## src/rtl/uart_pkg.sv

```systemverilog
// uart_pkg: shared UART receiver types and oversampling constants.
//   state_e  - receiver FSM states
//   OS_RATIO - oversample ticks per bit period
//   OS_MID   - tick count from the start edge to the middle of the start bit
package uart_pkg;

   typedef enum logic [1:0] {IDLE, START, DATA, STOP} state_e;

   localparam int OS_RATIO = 16;
   localparam int OS_MID   = 8;

endpackage

```

## src/rtl/uart_rx_if.sv

```systemverilog
// uart_rx_if: received-byte handshake between the UART receiver and its consumer.
//   rx_data  - received byte (producer -> consumer)
//   rx_valid - rx_data holds an unacknowledged byte (producer -> consumer)
//   rx_ack   - consumer has taken rx_data (consumer -> producer)
//   master   - receiver side, slave - consumer side
interface uart_rx_if #(parameter int DBITS = 8);

   logic [DBITS-1:0] rx_data;
   logic             rx_valid;
   logic             rx_ack;

   modport master (output rx_data, output rx_valid, input rx_ack);
   modport slave  (input rx_data, input rx_valid, output rx_ack);

endinterface

```

## src/rtl/uart_os_tick.sv

```systemverilog
// uart_os_tick: oversample tick generator, one tick every baud_div_i+1 clocks.
//   clk        - clock
//   rst_n      - asynchronous active-low reset
//   clr_i      - hold the counter at zero and suppress ticks
//   baud_div_i - tick period minus one
//   tick_o     - one-clock tick strobe
module uart_os_tick
   import uart_pkg::*;
#(
   parameter int bbits = 16
) (
   input  logic             clk,
   input  logic             rst_n,
   input  logic             clr_i,
   input  logic [bbits-1:0] baud_div_i,
   output logic             tick_o
);

   logic [bbits-1:0] cnt_q, cnt_d;

   assign tick_o = !clr_i && cnt_q == baud_div_i;
   assign cnt_d  = (clr_i || tick_o) ? '0 : cnt_q + 1'b1;

   always_ff @(posedge clk or negedge rst_n)
      if (!rst_n) cnt_q <= '0;
      else        cnt_q <= cnt_d;

endmodule

```

## src/rtl/uart_rx.sv

```systemverilog
// uart_rx: 16x oversampling UART receiver, LSB first, one stop bit.
//   clk         - clock
//   rst_n       - asynchronous active-low reset
//   rxd_i       - asynchronous serial line, idle high
//   baud_div_i  - oversample tick period minus one, stable while busy
//   rx_if       - received-byte handshake (rx_data, rx_valid, rx_ack)
//   frame_err_o - one-cycle pulse when the stop bit is sampled low
//   overrun_o   - sticky, an unacknowledged byte was overwritten
//   busy_o      - receiver is inside a frame
module uart_rx
   import uart_pkg::*;
#(
   parameter int bbits = 16,
   parameter int DBITS = 8
) (
   input  logic             clk,
   input  logic             rst_n,
   input  logic             rxd_i,
   input  logic [bbits-1:0] baud_div_i,
   uart_rx_if.master        rx_if,
   output logic             frame_err_o,
   output logic             overrun_o,
   output logic             busy_o
);

   localparam int BW = $clog2(DBITS);

   state_e           state_q, state_d;
   logic [1:0]       sync_q;
   logic             prev_q;
   logic             rxd_s;
   logic             tick;
   logic [3:0]       os_q, os_d;
   logic [BW-1:0]    bit_q, bit_d;
   logic [DBITS-1:0] shift_q, shift_d;
   logic [DBITS-1:0] data_q, data_d;
   logic             valid_q, valid_d;
   logic             ferr_q, ferr_d;
   logic             ovr_q, ovr_d;
   logic             busy_q;

   assign rxd_s = sync_q[1];

   // Holding the divider in clear while idle makes tick phase start at the start edge.
   uart_os_tick #(.bbits(bbits)) u_tick (
      .clk       (clk),
      .rst_n     (rst_n),
      .clr_i     (state_q == IDLE),
      .baud_div_i(baud_div_i),
      .tick_o    (tick)
   );

   always_comb begin
      state_d = state_q;
      os_d    = os_q;
      bit_d   = bit_q;
      shift_d = shift_q;
      data_d  = data_q;
      valid_d = valid_q && !rx_if.rx_ack;
      ovr_d   = ovr_q && !(valid_q && rx_if.rx_ack);
      ferr_d  = 1'b0;
      case (state_q)
         IDLE: begin
            os_d = '0;
            // Edge rather than level, so a line stuck low never restarts a frame.
            if (prev_q && !rxd_s) state_d = START;
         end
         START: if (tick) begin
            os_d = os_q + 1'b1;
            if (os_q == 4'(OS_MID - 1)) begin
               os_d    = '0;
               bit_d   = '0;
               state_d = rxd_s ? IDLE : DATA;
            end
         end
         DATA: if (tick) begin
            os_d = os_q + 1'b1;
            if (os_q == 4'(OS_RATIO - 1)) begin
               shift_d = {rxd_s, shift_q[DBITS-1:1]};
               bit_d   = bit_q + 1'b1;
               if (bit_q == BW'(DBITS - 1)) state_d = STOP;
            end
         end
         STOP: if (tick) begin
            os_d = os_q + 1'b1;
            if (os_q == 4'(OS_RATIO - 1)) begin
               state_d = IDLE;
               if (rxd_s) begin
                  data_d  = shift_q;
                  valid_d = 1'b1;
                  // An ack in this same cycle consumes the old byte, so no overrun.
                  ovr_d   = ovr_d || (valid_q && !rx_if.rx_ack);
               end else begin
                  ferr_d = 1'b1;
               end
            end
         end
         default: state_d = IDLE;
      endcase
   end

   always_ff @(posedge clk or negedge rst_n)
      if (!rst_n) begin
         state_q <= IDLE;
         sync_q  <= 2'b11;
         prev_q  <= 1'b1;
         os_q    <= '0;
         bit_q   <= '0;
         shift_q <= '0;
         data_q  <= '0;
         valid_q <= 1'b0;
         ferr_q  <= 1'b0;
         ovr_q   <= 1'b0;
         busy_q  <= 1'b0;
      end else begin
         state_q <= state_d;
         sync_q  <= {sync_q[0], rxd_i};
         prev_q  <= rxd_s;
         os_q    <= os_d;
         bit_q   <= bit_d;
         shift_q <= shift_d;
         data_q  <= data_d;
         valid_q <= valid_d;
         ferr_q  <= ferr_d;
         ovr_q   <= ovr_d;
         busy_q  <= state_d != IDLE;
      end

   assign rx_if.rx_data  = data_q;
   assign rx_if.rx_valid = valid_q;
   assign frame_err_o    = ferr_q;
   assign overrun_o      = ovr_q;
   assign busy_o         = busy_q;

endmodule

```

## src/flat_wrapper.sv

```systemverilog
// flat-port wrapper written by rule: the top's interface ports become plain ports
module uart_rx_flat import uart_pkg::*;
#(
   parameter int bbits = 16,
   parameter int DBITS = 8
)
  (clk, rst_n, rxd_i, baud_div_i, frame_err_o, overrun_o, busy_o, rx_if_rx_data, rx_if_rx_valid, rx_if_rx_ack);
  uart_rx_if #(.DBITS(DBITS)) rx_if_i ();
  input  logic clk;
  input  logic rst_n;
  input  logic rxd_i;
  input  logic [bbits-1:0] baud_div_i;
  output logic frame_err_o;
  output logic overrun_o;
  output logic busy_o;
  output wire logic [$bits(rx_if_i.rx_data)-1:0] rx_if_rx_data;
  output wire logic [$bits(rx_if_i.rx_valid)-1:0] rx_if_rx_valid;
  input wire logic [$bits(rx_if_i.rx_ack)-1:0] rx_if_rx_ack;
  assign rx_if_rx_data = rx_if_i.rx_data;
  assign rx_if_rx_valid = rx_if_i.rx_valid;
  assign rx_if_i.rx_ack = rx_if_rx_ack;
  uart_rx #(.bbits(bbits), .DBITS(DBITS)) u_core (.clk(clk), .rst_n(rst_n), .rxd_i(rxd_i), .baud_div_i(baud_div_i), .rx_if(rx_if_i), .frame_err_o(frame_err_o), .overrun_o(overrun_o), .busy_o(busy_o));
endmodule
```

## config.mk

```make
export PLATFORM = sky130hd
export DESIGN_NAME = uart_rx_flat
export DESIGN_NICKNAME = d
export VERILOG_FILES = /design/src/rtl/uart_pkg.sv /design/src/rtl/uart_rx_if.sv /design/src/rtl/uart_os_tick.sv /design/src/rtl/uart_rx.sv /design/src/flat_wrapper.sv
export SDC_FILE = /design/constraint.sdc
export NUM_CORES = 1
export LEC_CHECK = 0
export CORE_MARGIN = 2
export CORE_UTILIZATION = 50
export DETAILED_ROUTE_END_ITERATION = 12
export PLACE_DENSITY = 0.73
export SLEW_MARGIN = 20
export SYNTH_ARGS = -nofsm -noshare
export SYNTH_HDL_FRONTEND = slang
export SYNTH_SLANG_ARGS = --single-unit
```

## constraint.sdc

```tcl
create_clock -name clk -period 6.8 [get_ports clk]
set_clock_uncertainty 0.2 [all_clocks]
set_input_delay 1.02 -clock clk [delete_from_list [all_inputs] [get_ports clk]]
set_output_delay 1.02 -clock clk [all_outputs]
set_load 0.01 [all_outputs]
```

### After elaboration in Yosys (flattened, before gate mapping)

Index checks and enable logic that the tools add are counted.

| operators by class | value |
|---|---|
| $add $sub $neg | 3 |
| equality and inequality tests | 12 |
| muxes and demuxes | 32 |
| reductions and logical operators | 19 |

Operator list:

| cell | count |
|---|---|
| 2-to-1 mux 2 bit | 9 |
| adder 16 x 1 -> 16 bit, second input constant | 1 |
| == test 16 bit | 1 |
| 2-to-1 mux 16 bit | 1 |
| 2-to-1 mux 1 bit | 12 |
| 2-to-1 mux 3 bit | 4 |
| 2-to-1 mux 4 bit | 3 |
| one-hot mux 4 bit (3 select lines) | 1 |
| one-hot mux 2 bit (4 select lines) | 1 |
| != test 2 x 1 -> 1 bit, second input constant | 3 |
| one-hot mux 3 bit (2 select lines) | 1 |
| logical AND 1 bit | 5 |
| AND reduction 5 bit | 1 |
| adder 4 x 1 -> 4 bit, second input constant | 1 |
| == test 2 bit, second input constant | 2 |
| == test 4 x 3 -> 1 bit, second input constant | 1 |
| == test 4 bit, second input constant | 1 |
| zero test 1 bit | 4 |
| != test 2 bit, second input constant | 2 |
| AND reduction 4 bit | 1 |
| nonzero test 2 bit | 2 |
| adder 3 x 1 -> 3 bit, second input constant | 1 |
| == test 3 bit, second input constant | 1 |
| AND reduction 3 bit | 1 |
| 5 further kinds | 6 |

| storage, ports and cells | value |
|---|---|
| register bits after elaboration | 48 |
| word-level logic and storage cells | 78 |

### Logic depth before layout (Yosys ltp)

| depth | value |
|---|---|
| depth in word-level cells | 8 |
| mapped depth | 8 |
| mapped depth without buffers | 8 |

### Modules after synthesis

From an unflattened synthesis, not the netlist that was laid out.

| unflattened totals | value |
|---|---|
| cells, all modules | 206 |
| area, all modules | 2317.2 um^2 |

By module, submodules not included:

| module | times used | cells each | area each (um^2) | seq. area each (um^2) |
|---|---|---|---|---|
| uart_rx | 1 | 108 | 1380.1 | 804.5 |
| uart_os_tick | 1 | 98 | 937.1 | 400.4 |

### Least setup slack after synthesis

Ideal clock, no wire load.

| timing | value |
|---|---|
| kind | input to register |
| start | input baud_div_i[14] |
| end | register u_core.bit_q[0] |
| data arrival time | 2606 ps |
| required time | 6479 ps |
| path slack | 3873 ps |
| stages on the path | 6 |
| path through | xor2_1 -> nor4_1 -> nand4_1 -> a2111oi_4 -> mux2_2 -> a22o_1 |

| between the ends | value |
|---|---|
| word-level cells in the longest chain between the ends | 4 |
| elaborated cells between the ends (all ways) | 5 |
| classes of those cells | 3 x eq/ne; 2 x reduce/logical |

Ends and longest elaborated chain:

| what | line | RTL |
|---|---|---|
| from (decl) | flat_wrapper.sv:12 | `input logic [bbits-1:0] baud_div_i;` |
| == test 16 bit (*) | uart_os_tick.sv:21 | `assign tick_o = !clr_i && cnt_q == baud_div_i;` |
| logical AND 1 bit (*) | uart_os_tick.sv:21 |  |
| != test 2 bit (no source line) | - |  |
| AND reduction 5 bit (no source line) (*) | - |  |
| to (signal assigned) | uart_rx.sv:120 | `bit_q <= bit_d;` |
| to (decl) | uart_rx.sv:34 | `logic [BW-1:0] bit_q, bit_d;` |

Every way passes the cells marked *; elsewhere a longest branch is shown, timed or not.
A chain may end at the register's enable or synchronous reset.

### Worst setup path in the final report

Same ends and word-level chain as after synthesis.

==> reports/metrics.csv <==
stage,metric,value,unit
cts,cts_root_buffer,clkbuf_8,
logic_synthesis,synthArstFlopShare,100.0,%
worst_setup_path,critPathRequiredTime,6.80,ns
detailed_routing,num_vias,1691,
global_route,grt_pass1_wl,7790,um
floorplan,die_h,74.21,um
layout,area_growth,19.64,%
logic_synthesis,avgSynthCellArea,11.05,um2
worst_setup_path,r2r_slack,3.81,ns
power_and_ir_drop,powerDensity,216.3,nW/um2
timing,tns,0,ns
logic_synthesis,synth_cells,223,
worst_setup_path,cp.depth,7,
cts,clk_pin_slew,0.10,ns
cts,cts_inserted_buffers,5,
global_route,grt_max_degree,49,
floorplan,initial_core_util,52.19,%
logic_synthesis,syn_nets,252,
worst_hold_path,min_to,u_core.sync_q[1]$_DFF_PN1_,
layout,drive_gt1_share,14.06,%
timing,slew_violations,0,
detailed_routing,dr.pass1.iters,4,
timing,tightestPinTransition,0.6477,ns
timing,finalCriticalPeriod,3.695,ns
timing,rsz0062_at_grt,no,
worst_setup_path,critPathSlowestCell,a2111oi_4,
timing,maxClockFrequency,270.7,MHz
worst_setup_path,cp_max_fo,12,
timing,post-route-period-util,54.33,%
detailed_routing,drc_errors,0,
logic_synthesis,synth_top_flop_cell,dfrtp_1,
worst_setup_path,cpPeakStageDelay,0.63,ns
worst_setup_path,end_kind,flip-flop,
floorplan,ios,32,
global_route,grt_use_total,18.30,%
timing,final_hold_viol_count,0,
global_route,grt.overflow.total,0,
detailed_routing,finalWirelength,4554,um
floorplan,die-area,5507,um2
worst_hold_path,worstHoldStart,u_core.sync_q[0]$_DFF_PN1_,
logic_synthesis,yosys_warnings,0,
layout,fill_cells,391,
worst_setup_path,rr_endpoint,u_core.bit_q[0]$_DFFE_PN0P_,
logic_synthesis,ys_types,40,
logic_synthesis,synth_top_area_share,45.69,%
worst_setup_path,start_kind,input port,
timing,maxSlewHeadroom,56.69,%
layout,fin_area,2949,um2
worst_setup_path,critPathKind,input port to flip-flop,
run_status,status,completed,
layout,num_antenna_cells,0,
logic_synthesis,ys_ff_latch,48,
cts,cts_hold_buffers,0,
place,port_buffers,31,
worst_setup_path,r2r_start,u_core.u_tick.cnt_q[2]$_DFF_PN0_,
cts,post_cts_buffers,0,
global_route,antenna_found_initial,0,
place,placed_area,2830,um2
cts,htree_levels,2,
worst_setup_path,cp_num_buf_inv,1,
cts,worstSkewPairLatency,0.30,ns
worst_hold_path,hold_depth,0,
logic_synthesis,synth.area.top_cells,"dfrtp_1, mux2_2, xor2_1",
place,globalplace.congestion,0.8423,
cts,cts.sinks,48,
detailed_routing,drtIter0Drc,96,
timing,setup_violations,0,
worst_setup_path,crit_chain,"clkdlybuf4s50_1, xor2_1, nor4_1, nand4_1, a2111oi_4, mux2_2, a22o_1",
logic_synthesis,seq_area_frac_synth,48.88,%
cts,clockBufferDepth,2,
detailed_routing,wl_per_cell,14.10,um
power_and_ir_drop,total_power,0.6378,mW
worst_hold_path,holdCritPathClass,flip-flop to flip-flop,
power_and_ir_drop,peakVddDrop,194.2,uV
global_route,grt_pass1_vias,1627,
logic_synthesis,synth_top_area_cell,dfrtp_1,
worst_setup_path,critPathLaunch,baud_div_i[14],
cts,cts_tree,yes,
floorplan,fp-row-count,25,
power_and_ir_drop,leakage,1.353,nW
flow_run,max_cap_violations,0,
place,place_hpwl,3197,um
detailed_routing,postRouteAntennaNets,0,
floorplan,dieWidth,74.21,um
worst_setup_path,cp_top_family,simple AND/OR/NAND/NOR gates,
cts,cts_resized,0,
floorplan,core-area,4723,um2
logic_synthesis,syn_area,2465,um2
worst_setup_path,crit_arrival,3.69,ns
layout,num-nets-final,284,
logic_synthesis,synth_edf_count,0,
worst_setup_path,worstRegToRegCells,6,
detailed_routing,viasPerCell,5.235,
## metrics by stage
stage               setup WS (ns)  instances  util (%)  hold WS, ns
CTS                         3.084        323     62.38       0.1691
global placement            2.827        315     59.92       0.1534
detailed placement          2.794        315     59.92       0.1549
floorplan                   3.873        223         -       0.1452
global route                2.949        323     62.44       0.1732
finish                      3.105        323     62.44       0.1673
## how the worst max path moves through the flow
stage                                       end  slack (ns)
CTS                 u_core.bit_q[0]$_DFFE_PN0P_        3.08
global placement    u_core.bit_q[0]$_DFFE_PN0P_        2.83
global route        u_core.bit_q[0]$_DFFE_PN0P_        2.95
detailed placement  u_core.bit_q[0]$_DFFE_PN0P_        2.79
finish              u_core.bit_q[0]$_DFFE_PN0P_        3.11
floorplan           u_core.bit_q[0]$_DFFE_PN0P_        3.87
## routing by layer
metal	vias up	wire (um)	global-route usage [%]
met2	22	2180	28.57
li1	835	-	-
met5	-	0	0
met3	2	136	3.659
met1	832	2211	26.74
met4	0	25	4.167
## worst register-to-register path, stage by stage, from the launching register on
cell and delay (ns):
dfrtp_1 0.45, xor2_1 0.17, nor4_1 0.30, nand4_1 0.58, a2111oi_4 0.63, mux2_2 0.39
a22o_1 0.18
## kinds of logic (layout without fill, tap and decap cells)
logic type	count (synthesis)	in the layout	synth area share, %
multiplexers	21	21	9.441
XOR/XNOR	29	29	10.30
AO/OA/AOI/OAI	27	27	8.072
flip-flops	48	48	48.88
adder cells (fa/ha/maj)	9	9	4.569
AND/OR/NAND/NOR	73	73	16.24
buffers and inverters	16	49	2.487
## layout make-up
| class | count | area [um2] | share of cell area, % |
|---|---|---|---|
| well taps | 67 | 83.83 | 2.843 |
| clock buffers | 5 | 68.82 | 2.333 |
| repair buffers | 31 | 307.8 | 10.44 |
| inverters | 10 | 37.54 | 1.273 |
| multi-input cells | 159 | 1199 | 40.64 |
| flip-flops and latches | 48 | 1205 | 40.86 |
| clock inverters | 3 | 47.55 | 1.612 |
## state kept, by name, summed over array words and instances, names as in the netlist
name / cells
u_core.rx_if.rx_valid: 1
u_core.os_q: 4
u_core.prev_q: 1
u_core.overrun_o: 1
u_core.state_q: 2
u_core.rx_if.rx_data: 8
u_core.shift_q: 8
u_core.bit_q: 3
u_core.sync_q: 2
u_core.busy_o: 1
u_core.u_tick.cnt_q: 16
u_core.frame_err_o: 1
## cells in the mapped netlist (3+ instances only)
library cell,number
nor4_1,4
nand3_1,9
xnor2_1,6
mux2i_1,3
nor2_1,21
a21oi_1,4
ha_1,9
o21ai_0,12
a22o_1,3
and3_1,6
dfrtp_1,45
xor2_1,23
mux2_2,18
inv_1,10
nand2_1,12
dfstp_2,3
clkbuf_1,3
nor2b_1,5
## power by group
part | internal, mW | switching (mW) | leakage, nW
clock | 0.111 | 0.0979 | 0.0583
combinational | 0.0493 | 0.0557 | 0.668
sequential | 0.303 | 0.0215 | 0.626
## cell usage in the layout, fill, tap and decap left out, types with 2 or more instances in the layout
cell / n
clkbuf_8: 5
nand2_1: 12
o21ai_0: 12
nor4_1: 4
a22o_1: 3
nor2b_1: 5
nor2_1: 21
nand3b_1: 2
dfrtp_1: 45
inv_1: 10
mux2i_1: 3
xnor2_1: 6
xor2_1: 23
clkinv_4: 2
and4_1: 2
nor4b_1: 2
a21oi_1: 4
ha_1: 9
nand3_1: 9
dfstp_2: 3
mux2_2: 18
and3_1: 6
clkdlybuf4s50_1: 30
nand4_1: 2
Note: power is estimated with default switching activity, not from simulation.
